[config.mk]
export PLATFORM = sky130hd
export DESIGN_NAME = axil_lsu_master
export DESIGN_NICKNAME = d
export VERILOG_FILES = /design/src/rtl/axil_pkg.sv /design/src/rtl/axil_lsu_align.sv /design/src/rtl/axil_lsu_master.sv
export SDC_FILE = /design/constraint.sdc
export NUM_CORES = 1
export LEC_CHECK = 0
export CAP_MARGIN = 20
export CORE_MARGIN = 1
export CORE_UTILIZATION = 30
export DETAILED_ROUTE_END_ITERATION = 6
export GPL_TIMING_DRIVEN = 0
export REMOVE_ABC_BUFFERS = 1
export SYNTH_ARGS = -nofsm -noshare
export SYNTH_HDL_FRONTEND = slang
export SYNTH_SLANG_ARGS = --single-unit
[constraint.sdc]
create_clock -name clk -period 5.3 [get_ports clk]
set_input_delay 0.53 -clock clk [delete_from_list [all_inputs] [get_ports clk]]
set_output_delay 0.53 -clock clk [all_outputs]
set_load 0.02 [all_outputs]
[src/rtl/axil_pkg.sv]
// ----------------------------------------------------------------------------
// axil_pkg
// Shared AXI-Lite encodings and the LSU master's state and control types.
//   RESP_*   : AXI-Lite rresp/bresp codes
//   SIZE_*   : core request size codes (byte, half, word, illegal)
//   lsu_state_e : LSU master FSM states
//   lsu_ctl_t   : per-request control latched at acceptance
// ----------------------------------------------------------------------------
package axil_pkg;

   localparam int unsigned DATA_W = 32;
   localparam int unsigned STRB_W = DATA_W / 8;

   localparam logic [1:0] RESP_OKAY   = 2'b00;
   localparam logic [1:0] RESP_EXOKAY = 2'b01;
   localparam logic [1:0] RESP_SLVERR = 2'b10;
   localparam logic [1:0] RESP_DECERR = 2'b11;

   localparam logic [1:0] SIZE_B   = 2'd0;
   localparam logic [1:0] SIZE_H   = 2'd1;
   localparam logic [1:0] SIZE_W   = 2'd2;
   localparam logic [1:0] SIZE_ILL = 2'd3;

   typedef enum logic [2:0] {
      ST_IDLE,
      ST_RD_ADDR,
      ST_RD_DATA,
      ST_WR_REQ,
      ST_WR_RESP,
      ST_RESP
   } lsu_state_e;

   typedef struct packed {
      logic [1:0] size;
      logic       sgn;
   } lsu_ctl_t;

endpackage

[src/rtl/axil_lsu_align.sv]
// ----------------------------------------------------------------------------
// axil_lsu_align
// Combinational byte-lane steering for the LSU master.
//   Store side: req_off/st_size/st_data -> st_wdata_c, st_wstrb_c, misalign_c
//   Load side : ld_off/ld_size/ld_signed/ld_raw -> ld_data_c (extended)
// ----------------------------------------------------------------------------
module axil_lsu_align
   import axil_pkg::*;
(
   input  logic [1:0]        req_off,
   input  logic [1:0]        st_size,
   input  logic [DATA_W-1:0] st_data,
   output logic [DATA_W-1:0] st_wdata_c,
   output logic [STRB_W-1:0] st_wstrb_c,
   output logic              misalign_c,
   input  logic [1:0]        ld_off,
   input  logic [1:0]        ld_size,
   input  logic              ld_signed,
   input  logic [DATA_W-1:0] ld_raw,
   output logic [DATA_W-1:0] ld_data_c
);

   logic [STRB_W-1:0] strb_base;
   logic [DATA_W-1:0] ld_shift;

   // Store lanes: data and strobe move up by the byte offset
   always_comb begin
      strb_base  = '0;
      misalign_c = 1'b0;
      case (st_size)
         SIZE_B: strb_base = STRB_W'(4'b0001);
         SIZE_H: begin
            strb_base  = STRB_W'(4'b0011);
            misalign_c = req_off[0];
         end
         SIZE_W: begin
            strb_base  = STRB_W'(4'b1111);
            misalign_c = (req_off != 2'd0);
         end
         default: ;
      endcase
      st_wdata_c = st_data << {req_off, 3'b000};
      st_wstrb_c = strb_base << req_off;
   end

   // Load lanes: bring the addressed bytes down to bit 0, then extend
   always_comb begin
      ld_shift = ld_raw >> {ld_off, 3'b000};
      case (ld_size)
         SIZE_B:  ld_data_c = ld_signed ? {{24{ld_shift[7]}}, ld_shift[7:0]}
                                        : {24'd0, ld_shift[7:0]};
         SIZE_H:  ld_data_c = ld_signed ? {{16{ld_shift[15]}}, ld_shift[15:0]}
                                        : {16'd0, ld_shift[15:0]};
         default: ld_data_c = ld_shift;
      endcase
   end

endmodule

[src/rtl/axil_lsu_master.sv]
// ----------------------------------------------------------------------------
// axil_lsu_master
// AXI-Lite initiator for the load/store unit: one core request at a time,
// one AXI-Lite read or write per request, one response per request.
//   clk, rst           : clock, async active-high reset
//   req_*              : core request (valid/ready handshake)
//   resp_*             : core response (held until resp_ready)
//   ar*/r*/aw*/w*/b*   : AXI-Lite master channels
// Optional build macro AXIL_LSU_PERF_EN adds perf_ld_cnt, perf_st_cnt and
// perf_stall_cnt (PERF_W bits each).
// ----------------------------------------------------------------------------
module axil_lsu_master
   import axil_pkg::*;
#(
   parameter int unsigned ADDR_W = 32
`ifdef AXIL_LSU_PERF_EN
  ,parameter int unsigned PERF_W = 32
`endif
)(
   input  logic              clk,
   input  logic              rst,
   input  logic              req_valid,
   output logic              req_ready,
   input  logic              req_we,
   input  logic [ADDR_W-1:0] req_addr,
   input  logic [DATA_W-1:0] req_wdata,
   input  logic [1:0]        req_size,
   input  logic              req_signed,
   output logic              resp_valid,
   input  logic              resp_ready,
   output logic [DATA_W-1:0] resp_rdata,
   output logic              resp_err,
   output logic [ADDR_W-1:0] araddr,
   output logic              arvalid,
   input  logic              arready,
   input  logic [DATA_W-1:0] rdata,
   input  logic [1:0]        rresp,
   input  logic              rvalid,
   output logic              rready,
   output logic [ADDR_W-1:0] awaddr,
   output logic              awvalid,
   input  logic              awready,
   output logic [DATA_W-1:0] wdata,
   output logic [STRB_W-1:0] wstrb,
   output logic              wvalid,
   input  logic              wready,
   input  logic [1:0]        bresp,
   input  logic              bvalid,
   output logic              bready
`ifdef AXIL_LSU_PERF_EN
  ,output logic [PERF_W-1:0] perf_ld_cnt
  ,output logic [PERF_W-1:0] perf_st_cnt
  ,output logic [PERF_W-1:0] perf_stall_cnt
`endif
);

   lsu_state_e        state;
   logic [ADDR_W-1:0] addr_q;
   lsu_ctl_t          ctl_q;
   logic [DATA_W-1:0] rdata_q;
   logic [1:0]        rsp_q;
   logic              cap_q;     // bus response captured; move to RESP next edge
   logic              aw_done;
   logic              w_done;

   logic [DATA_W-1:0] st_wdata_c;
   logic [STRB_W-1:0] st_wstrb_c;
   logic              misalign_c;
   logic [DATA_W-1:0] ld_data_c;
   logic              aw_fin_c;
   logic              w_fin_c;

   axil_lsu_align u_align (
      .req_off    (req_addr[1:0]),
      .st_size    (req_size),
      .st_data    (req_wdata),
      .st_wdata_c (st_wdata_c),
      .st_wstrb_c (st_wstrb_c),
      .misalign_c (misalign_c),
      .ld_off     (addr_q[1:0]),
      .ld_size    (ctl_q.size),
      .ld_signed  (ctl_q.sgn),
      .ld_raw     (rdata_q),
      .ld_data_c  (ld_data_c)
   );

   assign araddr = addr_q;
   assign awaddr = addr_q;

   // A write channel counts as finished if done earlier or handshaking now
   always_comb begin
      aw_fin_c = aw_done | (awvalid & awready);
      w_fin_c  = w_done  | (wvalid  & wready);
   end

   // Transaction FSM with registered bus and response outputs
   always_ff @(posedge clk or posedge rst) begin
      if (rst) begin
         state      <= ST_IDLE;
         req_ready  <= 1'b1;
         addr_q     <= '0;
         ctl_q      <= '0;
         rdata_q    <= '0;
         rsp_q      <= RESP_OKAY;
         cap_q      <= 1'b0;
         aw_done    <= 1'b0;
         w_done     <= 1'b0;
         arvalid    <= 1'b0;
         rready     <= 1'b0;
         awvalid    <= 1'b0;
         wvalid     <= 1'b0;
         wdata      <= '0;
         wstrb      <= '0;
         bready     <= 1'b0;
         resp_valid <= 1'b0;
         resp_err   <= 1'b0;
         resp_rdata <= '0;
      end else begin
         case (state)
            ST_IDLE: begin
               if (req_valid && req_ready) begin
                  addr_q     <= req_addr;
                  ctl_q.size <= req_size;
                  ctl_q.sgn  <= req_signed;
                  req_ready  <= 1'b0;
                  cap_q      <= 1'b0;
                  aw_done    <= 1'b0;
                  w_done     <= 1'b0;
                  if (misalign_c || (req_size == SIZE_ILL)) begin
                     state      <= ST_RESP;
                     resp_valid <= 1'b1;
                     resp_err   <= 1'b1;
                     resp_rdata <= '0;
                  end else if (req_we) begin
                     state   <= ST_WR_REQ;
                     awvalid <= 1'b1;
                     wvalid  <= 1'b1;
                     wdata   <= st_wdata_c;
                     wstrb   <= st_wstrb_c;
                  end else begin
                     state   <= ST_RD_ADDR;
                     arvalid <= 1'b1;
                  end
               end
            end
            ST_RD_ADDR: begin
               if (arready) begin
                  arvalid <= 1'b0;
                  rready  <= 1'b1;
                  state   <= ST_RD_DATA;
               end
            end
            ST_RD_DATA: begin
               if (cap_q) begin
                  state      <= ST_RESP;
                  resp_valid <= 1'b1;
                  resp_err   <= (rsp_q != RESP_OKAY);
                  resp_rdata <= ld_data_c;
               end else if (rvalid) begin
                  rready  <= 1'b0;
                  rdata_q <= rdata;
                  rsp_q   <= rresp;
                  cap_q   <= 1'b1;
               end
            end
            ST_WR_REQ: begin
               if (awvalid && awready) begin
                  awvalid <= 1'b0;
                  aw_done <= 1'b1;
               end
               if (wvalid && wready) begin
                  wvalid <= 1'b0;
                  w_done <= 1'b1;
               end
               if (aw_fin_c && w_fin_c) begin
                  state  <= ST_WR_RESP;
                  bready <= 1'b1;
               end
            end
            ST_WR_RESP: begin
               if (cap_q) begin
                  state      <= ST_RESP;
                  resp_valid <= 1'b1;
                  resp_err   <= (rsp_q != RESP_OKAY);
                  resp_rdata <= '0;
               end else if (bvalid) begin
                  bready <= 1'b0;
                  rsp_q  <= bresp;
                  cap_q  <= 1'b1;
               end
            end
            ST_RESP: begin
               if (resp_ready) begin
                  state      <= ST_IDLE;
                  resp_valid <= 1'b0;
                  resp_err   <= 1'b0;
                  req_ready  <= 1'b1;
               end
            end
            default: begin
               state     <= ST_IDLE;
               req_ready <= 1'b1;
            end
         endcase
      end
   end

`ifdef AXIL_LSU_PERF_EN
   // Completed bus transfers and busy cycles, wrapping naturally
   always_ff @(posedge clk or posedge rst) begin
      if (rst) begin
         perf_ld_cnt    <= '0;
         perf_st_cnt    <= '0;
         perf_stall_cnt <= '0;
      end else begin
         if ((state != ST_IDLE) && (state != ST_RESP))
            perf_stall_cnt <= perf_stall_cnt + PERF_W'(1);
         if ((state == ST_RD_DATA) && cap_q)
            perf_ld_cnt <= perf_ld_cnt + PERF_W'(1);
         if ((state == ST_WR_RESP) && cap_q)
            perf_st_cnt <= perf_st_cnt + PERF_W'(1);
      end
   end
`endif

endmodule

# [Word level (Yosys, flattened, before mapping)]
# Cells that the tools add are included.
[totals] ff_bits=151 inputBits=113
[classes] n_eq_ne=26 n_bitwise=7 n_reduce_logical=35 mux=62 shift=3
[ops] cell="32-bit 2-to-1 mux" count=6
[ops] cell="32-bit one-hot mux with 3 select lines" count=1
[ops] cell="32-bit one-hot mux with 2 select lines" count=1
[ops] cell="5-bit AND reduction" count=7
[ops] cell="2-bit inequality test, second input constant" count=16
[ops] cell="32-bit by 5-bit << shifter with 32-bit output" count=1
[ops] cell="32-bit by 5-bit right shift with 32-bit output" count=1
[ops] cell="1-bit 2-to-1 mux" count=28
[ops] cell="3-bit 2-to-1 mux" count=6
[ops] cell="1-bit one-hot mux with 2 select lines" count=8
[ops] cell="3-bit one-hot mux with 5 select lines" count=1
[ops] cell="2-bit nonzero test" count=7
[ops] cell="1-bit one-hot mux with 3 select lines" count=4
[ops] cell="4-bit one-hot mux with 3 select lines" count=1
[ops] cell="3-bit AND reduction" count=4
[ops] cell="4-bit AND reduction" count=3
[ops] cell="2-bit 2-to-1 mux" count=5
[ops] cell="3-bit by 2-bit == test with 1-bit output, second input constant" count=2
[ops] cell="3-bit == test, second input constant" count=2
[ops] cell="3-bit nonzero test" count=2
[ops] cell="2-bit by 1-bit == test with 1-bit output, second input constant" count=2
[ops] cell="2-bit == test, second input constant" count=2
[ops] cell="1-bit logical AND" count=4
[ops] cell="2-bit zero test" count=2
[ops] cell="other kinds (12)" count=17

# [Logic depth before layout (Yosys ltp)]
# Gate-level depths: netlist (run 1).
[depth] word_depth=6 depth_mapped=9

# [Modules after synthesis]
# A second synthesis (run 1) with hierarchy kept.
[unflattened] hier_cells=699 area_unflattened_um2=7887.6
[modules_own_cells] mod="axil_lsu_master" area_each_um2=6552.5 n_inst=1 seq_area_each_um2=3779.9 cells_each=496
[modules_own_cells] mod="axil_lsu_align" area_each_um2=1335.0 n_inst=1 seq_area_each_um2=0.0 cells_each=203

# [Least setup slack after synthesis (run 1)]
# No wires, ideal clock.
[synth_timing] path_kind="input to register" startpoint="in req_size[0]" endpoint="reg wdata[10]" arrival_time_ns=2.002 setup_time_ns=0.134 path_slack_ns=3.164 path_stages=9 t_required_ns=5.166 n_path_buf=2 cell_sequence="inv_1 > ha_1 > o21ai_0 > a21oi_1 > or4b_1 > buf_4 > buf_4 > nand2_1 > o31ai_1"
[synth_via] elab_chain_cells=5 word_cells_on_any_way=7 classes_between="3 x eq/ne; 1 x mux; 1 x bitwise; 2 x reduce/logical"
[synth_lines] item="from (decl)" line_no="axil_lsu_master.sv:27" rtl="input logic [1:0] req_size,"
[synth_lines] item="2-bit == test or 2-bit by 1-bit == test with 1-bit output (tied branches)" line_no="axil_lsu_align.sv:30" rtl="case (st_size)"
[synth_lines] item="1-bit one-hot mux with 2 select lines" line_no="axil_lsu_align.sv:30"
[synth_lines] item="1-bit logical OR (*)" line_no="axil_lsu_master.sv:129" rtl="if (misalign_c || (req_size == SIZE_ILL)) begin"
[synth_lines] item="1-bit inverter (no line) (*)"
[synth_lines] item="4-bit AND reduction (no line) (*)"
[synth_lines] item="to (signal assigned)" line_no="axil_lsu_master.sv:138" rtl="wdata <= st_wdata_c;"
[synth_lines] item="to (decl)" line_no="axil_lsu_master.sv:43" rtl="output logic [DATA_W-1:0] wdata,"
# Every way passes the cells marked *; elsewhere a longest branch is shown, timed or not.
# A chain may end at the register's enable or synchronous reset.

# [Worst setup path after layout (run 1)]
[layout_timing] startpoint="reg addr_q[1], in the netlist araddr[1]" endpoint="reg resp_rdata[20]"
[layout_via] elab_chain_cells=5 word_cells_on_any_way=6 classes_between="1 x shift; 5 x mux"
[layout_lines] item="from (decl)" line_no="axil_lsu_master.sv:58" rtl="logic [ADDR_W-1:0] addr_q;"
[layout_lines] item="from (signal assigned)" line_no="axil_lsu_master.sv:122" rtl="addr_q <= req_addr;"
[layout_lines] item="32-bit by 5-bit right shift with 32-bit output (*)" line_no="axil_lsu_align.sv:48" rtl="ld_shift = ld_raw >> {ld_off, 3'b000};"
[layout_lines] item="32-bit 2-to-1 mux (on tied branches)" line_no="axil_lsu_align.sv:52, axil_lsu_align.sv:50"
[layout_lines] item="32-bit one-hot mux with 2 select lines (*)" line_no="axil_lsu_align.sv:49" rtl="case (ld_size)"
[layout_lines] item="32-bit 2-to-1 mux (*)" line_no="axil_lsu_master.sv:154" rtl="if (cap_q) begin"
[layout_lines] item="32-bit one-hot mux with 3 select lines (*)" line_no="axil_lsu_master.sv:119" rtl="case (state)"
[layout_lines] item="to (signal assigned)" line_no="axil_lsu_master.sv:158" rtl="resp_rdata <= ld_data_c;"
[layout_lines] item="to (decl)" line_no="axil_lsu_master.sv:31" rtl="output logic [DATA_W-1:0] resp_rdata,"
# Every way passes the cells marked *; elsewhere a longest branch is shown, timed or not. The select of a mux whose other input is x is not followed.

==> flow_metrics.env, run 1 <==
export IMPL_required_ps=5620
export IMPL_grt_max_degree=123
export IMPL_numClockSinks=151
export IMPL_diodes=0
export IMPL_synth_flop_cell="dfrtp_1"
export IMPL_startpoint_type="flip-flop"
export IMPL_power_density_nw_per_um2=564
export IMPL_first_pass_iters=4
export IMPL_syn_area_per_cell_sq_um=10.7
export IMPL_gp_congestion=0.736
export IMPL_clkLatencyLatePin_ps=410
export IMPL_top_layer="met5"
export IMPL_synthSimpleGateAreaFrac_pct=10.4
export IMPL_via_count=5693
export IMPL_synth_area_mux_share_pct=16.6
export IMPL_placed_area_sq_um=9940
export IMPL_fmax_mhz=311
export IMPL_maxCapViolCount=0
export IMPL_ys_seq_area_share_pct=52.1
export IMPL_syn_area_sq_um=7260
export IMPL_post_cts_buffers=0
export IMPL_nFillCells=2257
export IMPL_grt_pass1_wl_um=31700
export IMPL_via_per_inst=4.69
export IMPL_fin_nets=999
export IMPL_hold_buffers=0
export IMPL_fin_total_pwr_w=0.00598
export IMPL_die_h_um=158
export IMPL_drt_total_wl_um=20300
export IMPL_synth_edf_count=0
export IMPL_synth_compound_area_share_pct=13.2
export IMPL_drc=0
export IMPL_grt_pass1_vias=5638
export IMPL_antenna_found_initial=2
export IMPL_tns_ps=0
export IMPL_rsz0062_at_grt="false"
export IMPL_dr_wl_met3_um=1180
export IMPL_ir_drop_mv=0.268
export IMPL_root_buffer="clkbuf_16"
export IMPL_slew_headroom_pct=32.7
export IMPL_wl_met1_um=9160
export IMPL_synth_top_family_by_area="multiplexers"
export IMPL_cp_end_kind="flip-flop"
export IMPL_die_area_sq_um=24800
export IMPL_async_flop_share_pct=100
export IMPL_hold_viol_final=0
export IMPL_p_leak_nw=4.54
export IMPL_io_buffers=252
export IMPL_cts_made_buffers=17
export IMPL_most_common_layout_cells="clkdlybuf4s50_1, dfrtp_1, nand2_1"
export IMPL_final_common_cell="clkdlybuf4s50_1"
export IMPL_cp_max_fo=29
export IMPL_setup_viol=0
export IMPL_h_tree_depth=4
export IMPL_yosysWarnings=0
export IMPL_hold_ws_ps=465
export IMPL_post_route_cell_area_sq_um=10600
export IMPL_ys_seq_elements=151
export IMPL_met2WireLength_um=9610
export IMPL_yosys_area_share_xor_xnor_pct=0.121
export IMPL_synth_cells=678
export IMPL_drt_initial_drc_count=308
export IMPL_hpwl_um=14000
export IMPL_cp_arrival_ps=3540
export IMPL_wire_per_inst_um=16.7
export IMPL_status="completed"
export IMPL_worst_slew_pin_slew_ps=1010
export IMPL_hold_path_class="in -> async"
export IMPL_ctsResizeCount=0
export IMPL_rows=56
export IMPL_clkSlewWorstSetupHoldPaths_ps=60
export IMPL_ys_types=51
export IMPL_r2r_setup_slack_ps=2090
export IMPL_yosys_area_share_adder_pct=0.689
export IMPL_ios=253
export IMPL_grt_overflow_total=0
export IMPL_tritoncts="built"
export IMPL_min_period_over_period_pct=60.6
export IMPL_area_growth_pct=45.8
export IMPL_core_sq_um=23600
export IMPL_skew_ps=7.78
export IMPL_ctsLongestPathBuffers=2
export IMPL_report_final_slew_viol_count=0
export IMPL_drive_gt1_share_pct=14.4
export IMPL_ant_nets=0
export IMPL_grtUsageTotal_pct=16.7
export IMPL_finalCriticalPeriod_ps=3210
export IMPL_dieWidth_um=158
export IMPL_worst_setup_path_type="reg -> reg"
export IMPL_initial_core_util_pct=30.7
report_power, final:
part	total (W)	leakage (nW)	internal (W)	switching (W)
sequential	0.00200	1.97	0.00159	0.000409
clock	0.00129	0.293	0.000801	0.000486
combinational	0.00269	2.28	0.00136	0.00133
final timing paths:
check	from	end	depth (start not counted)
min in group clk	wdata[0]$_DFFE_PP0P_	wdata[0]$_DFFE_PP0P_	2
worst max-delay path	araddr[1]$_DFFE_PP0P_	resp_rdata[20]$_DFFE_PP0P_	6
worst min-delay path	rst	rdata_q[2]$_DFFE_PP0P_	2
max in group asynchronous	rst	wdata[5]$_DFFE_PP0P_	3
worst max register to register	araddr[1]$_DFFE_PP0P_	resp_rdata[20]$_DFFE_PP0P_	6
worst min register to register	wdata[0]$_DFFE_PP0P_	wdata[0]$_DFFE_PP0P_	2
through the flow:
| stage | util (%) | instances | setup WS (ps) |
|---|---|---|---|
| 2_1_floorplan | - | 601 | 707 |
| 3_3_place_gp | 41.2 | 1172 | -1840 |
| 3_5_place_dp | 42.1 | 1180 | 1820 |
| 4_1_cts | 44.7 | 1211 | 1890 |
| 5_1_grt | 44.8 | 1213 | 1880 |
| 6_report | 44.8 | 1213 | 2090 |
state kept, by name, indices dropped and copies added (netlist names):
register    cells
araddr         32
req_ready       1
wdata          32
aw_done         1
ctl_q           3
cap_q           1
rready          1
rdata_q        32
resp_rdata     32
rsp_q           2
wvalid          1
resp_valid      1
awvalid         1
state           3
w_done          1
bready          1
arvalid         1
resp_err        1
wstrb           4
synth_stat cells (all sizes together) (3+ instances only):
library cell | instances | area (sq um)
o21ai | 41 | 205
o31ai | 9 | 67.6
a32o | 3 | 30.0
dfrtp | 150 | 3750
clkbuf | 19 | 71.3
a21oi | 48 | 240
inv | 12 | 45.0
buf | 58 | 379
mux2 | 75 | 845
o211ai | 7 | 52.6
mux2i | 34 | 340
a2111oi | 3 | 45.1
nand2 | 104 | 390
nor3 | 4 | 25.0
nor2b | 11 | 68.8
a211oi | 9 | 67.6
a31oi | 5 | 31.3
a221o | 8 | 80.1
nor2 | 32 | 120
nand3 | 12 | 60.1
nand2b | 3 | 18.8
ha | 4 | 50.1
area by class of cell:
cell class	count	area, sq um	share of cell area, %
clock inverter	11	174	1.64
tap	319	399	3.77
sequential	151	3780	35.7
clock buffer	20	447	4.22
inverter	12	52.6	0.496
multi-input combinational	438	3010	28.4
timing repair buffer	262	2720	25.7
cell families (layout without fill, tap and decap cells):
family	count (synthesis)	count (layout)
mux	110	110
simple gates	174	174
xor+xnor	1	1
fa+ha+maj	4	4
flops	151	151
buf+inv	89	305
compound gates	149	149
critical path, stage by stage, from the launching register on:
cell and delay (ps):
dfrtp_1 1000, nor2b_1 720, a2bb2oi_1 260, a2111oi_4 780, buf_6 230, a21oi_1 40, o21ai_0 70
layer usage:
metal | vias to the layer above | global-route usage [%]
li1 | 2758 | -
met1 | 2762 | 22.1
met2 | 153 | 26.5
met3 | 18 | 4.54
met4 | 2 | 4.67
met5 | - | 0
No activity file was read; power rests on OpenSTA's default activity.
==> run 2, diff against run 1 <==
clock period = 3.3 ns   (was 5.3 ns; I/O delays follow)
==> run 2 against run 1 <==
Compared with the run above:
- global-route usage about the same
- setup slack got worse by 1900 ps
- wire length up 0.14%
- critical path type unchanged
- maximum frequency increased by 4.0%
- combinational power increased by 61%
- register-to-register slack got worse by 1900 ps
- first-iteration DRC count down 5.8%
- largest cell class unchanged
==> flow_metrics.env, run 2 (same netlist as run 1, synthesis figures left out) <==
export IMPL_area_growth_pct=46.0
export IMPL_drive_gt1_share_pct=14.6
export IMPL_most_common_layout_cells="clkdlybuf4s50_1, dfrtp_1, nand2_1"
export IMPL_grt_pass1_wl_um=31700
export IMPL_h_tree_depth=4
export IMPL_regArea_sq_um=3780
export IMPL_power_net_switching_w=0.00357
export IMPL_initial_core_util_pct=30.7
export IMPL_ant_nets=0
export IMPL_final_cells=1215
export IMPL_gp_congestion=0.736
export IMPL_intPower_w=0.00603
export IMPL_setup_viol=0
export IMPL_fin_nets=1001
export IMPL_cp_max_fo=37
export IMPL_post_cts_buffers=3
export IMPL_hpwl_um=14000
export IMPL_io_buffers=252
export IMPL_multi_input_area_sq_um=3010
export IMPL_top_layer="met5"
export IMPL_skew_ps=7.76
export IMPL_grt_overflow_total=0
export IMPL_min_period_over_period_pct=93.7
export IMPL_p_sw_share_pct=37.2
export IMPL_core_sq_um=23600
export IMPL_die_h_um=158
export IMPL_power_frac_comb_pct=45.0
export IMPL_clkLatencyLatePin_ps=410
export IMPL_wl_met1_um=9210
export IMPL_finalCriticalPeriod_ps=3090
export IMPL_hold_path_class="in -> async"
export IMPL_first_pass_iters=4
export IMPL_p_leak_nw=4.55
export IMPL_hold_viol_final=0
export IMPL_via_count=5712
export IMPL_grt_max_degree=123
export IMPL_maxCapViolCount=0
export IMPL_cts_made_buffers=17
export IMPL_worst_setup_path_type="reg -> reg"
export IMPL_root_buffer="clkbuf_16"
export IMPL_via_per_inst=4.70
export IMPL_ir_drop_mv=0.430
export IMPL_wire_per_inst_um=16.7
export IMPL_fmax_mhz=324
export IMPL_nFillCells=2257
export IMPL_pwr_share_clk_pct=21.5
export IMPL_die_area_sq_um=24800
export IMPL_dr_wl_met3_um=1140
export IMPL_drt_total_wl_um=20300
export IMPL_hold_buffers=0
export IMPL_slew_headroom_pct=31.7
export IMPL_drt_initial_drc_count=290
export IMPL_met2WireLength_um=9630
export IMPL_tritoncts="built"
export IMPL_cp_end_kind="flip-flop"
export IMPL_grtUsageTotal_pct=16.7
export IMPL_required_ps=3610
export IMPL_ctsResizeCount=0
export IMPL_crit_slowest_cell="or4b_2"
export IMPL_cp_slowest_stage_delay_ps=880
export IMPL_diodes=0
export IMPL_antenna_found_initial=2
export IMPL_seqPwrFrac_pct=33.5
export IMPL_dieWidth_um=158
export IMPL_status="completed"
export IMPL_report_final_slew_viol_count=0
export IMPL_rows=56
export IMPL_path_cells="or2_1 -> nor3_4 -> buf_16 -> or4b_2 -> buf_12 -> o31ai_1"
export IMPL_dpl_cell_count=1180
export IMPL_startpoint_type="flip-flop"
export IMPL_ios=253
export IMPL_clkSlewWorstSetupHoldPaths_ps=60
export IMPL_cp_arrival_ps=3400
export IMPL_rsz0062_at_grt="false"
export IMPL_worst_slew_pin_slew_ps=1020
export IMPL_ctsLongestPathBuffers=2
export IMPL_hold_ws_ps=266
export IMPL_power_density_nw_per_um2=906
export IMPL_tns_ps=0
export IMPL_numClockSinks=151
export IMPL_grt_pass1_vias=5654
export IMPL_final_common_cell="clkdlybuf4s50_1"
export IMPL_drc=0
-- run 2: cell count changes in the layout (fill, tap and decap cells not counted), sizes merged --
cell  change
buf       +2
-- run 2: worst paths after layout --
kind	from	end	slack [ps]	depth (start not counted)
max	state[1]$_DFFE_PP0P_	wdata[10]$_DFFE_PP0P_	210	6
min	rst	rdata_q[2]$_DFFE_PP0P_	270	2
max reg2reg	state[1]$_DFFE_PP0P_	wdata[10]$_DFFE_PP0P_	210	6
min reg2reg	wdata[4]$_DFFE_PP0P_	wdata[4]$_DFFE_PP0P_	460	2
max in group asynchronous	rst	wdata[5]$_DFFE_PP0P_	2050	3
min in group clk	wdata[4]$_DFFE_PP0P_	wdata[4]$_DFFE_PP0P_	460	2
-- run 2: per-stage QoR --
step	total power [W]	cell area (sq um)	setup slack [ps]	utilization [%]
2_1_floorplan	0.00534	6810	-1090	-
3_3_place_gp	0.00744	9730	-3640	41.2
3_5_place_dp	0.00761	9940	-131	42.1
4_1_cts	0.00973	10600	163	44.8
5_1_grt	0.0102	10600	25.5	44.9
6_report	0.00960	10600	209	44.9
-- run 2: critical path: cells and delay by family, from the launching register on --
kind / cells / cell delay, ps
AND/OR/NAND/NOR: 3 / 1620
flip-flops: 1 / 590
buffers and inverters: 2 / 510
AO/OA/AOI/OAI: 1 / 260
-- run 2: layout make-up --
class | count | share of cell area [%]
clock inverter | 11 | 1.64
timing repair buffer | 264 | 25.8
sequential | 151 | 35.7
tap | 319 | 3.77
inverter | 12 | 0.496
multi-input combinational | 438 | 28.4
clock buffer | 20 | 4.21
-- run 2: power groups by stage --
stage          clock network [W]  registers, W  logic (W)
2_1_floorplan                  0       0.00404    0.00130
3_5_place_dp                   0       0.00326    0.00436
4_1_cts                  0.00213       0.00323    0.00437
5_1_grt                  0.00220       0.00335    0.00462
3_3_place_gp                   0       0.00326    0.00418
6_report                 0.00207       0.00322    0.00432
-- run 2: layer usage --
layer	vias to the layer above	track usage, %
met2	151	26.5
li1	2763	-
met3	18	4.54
met4	2	4.67
met1	2778	22.2
met5	-	0
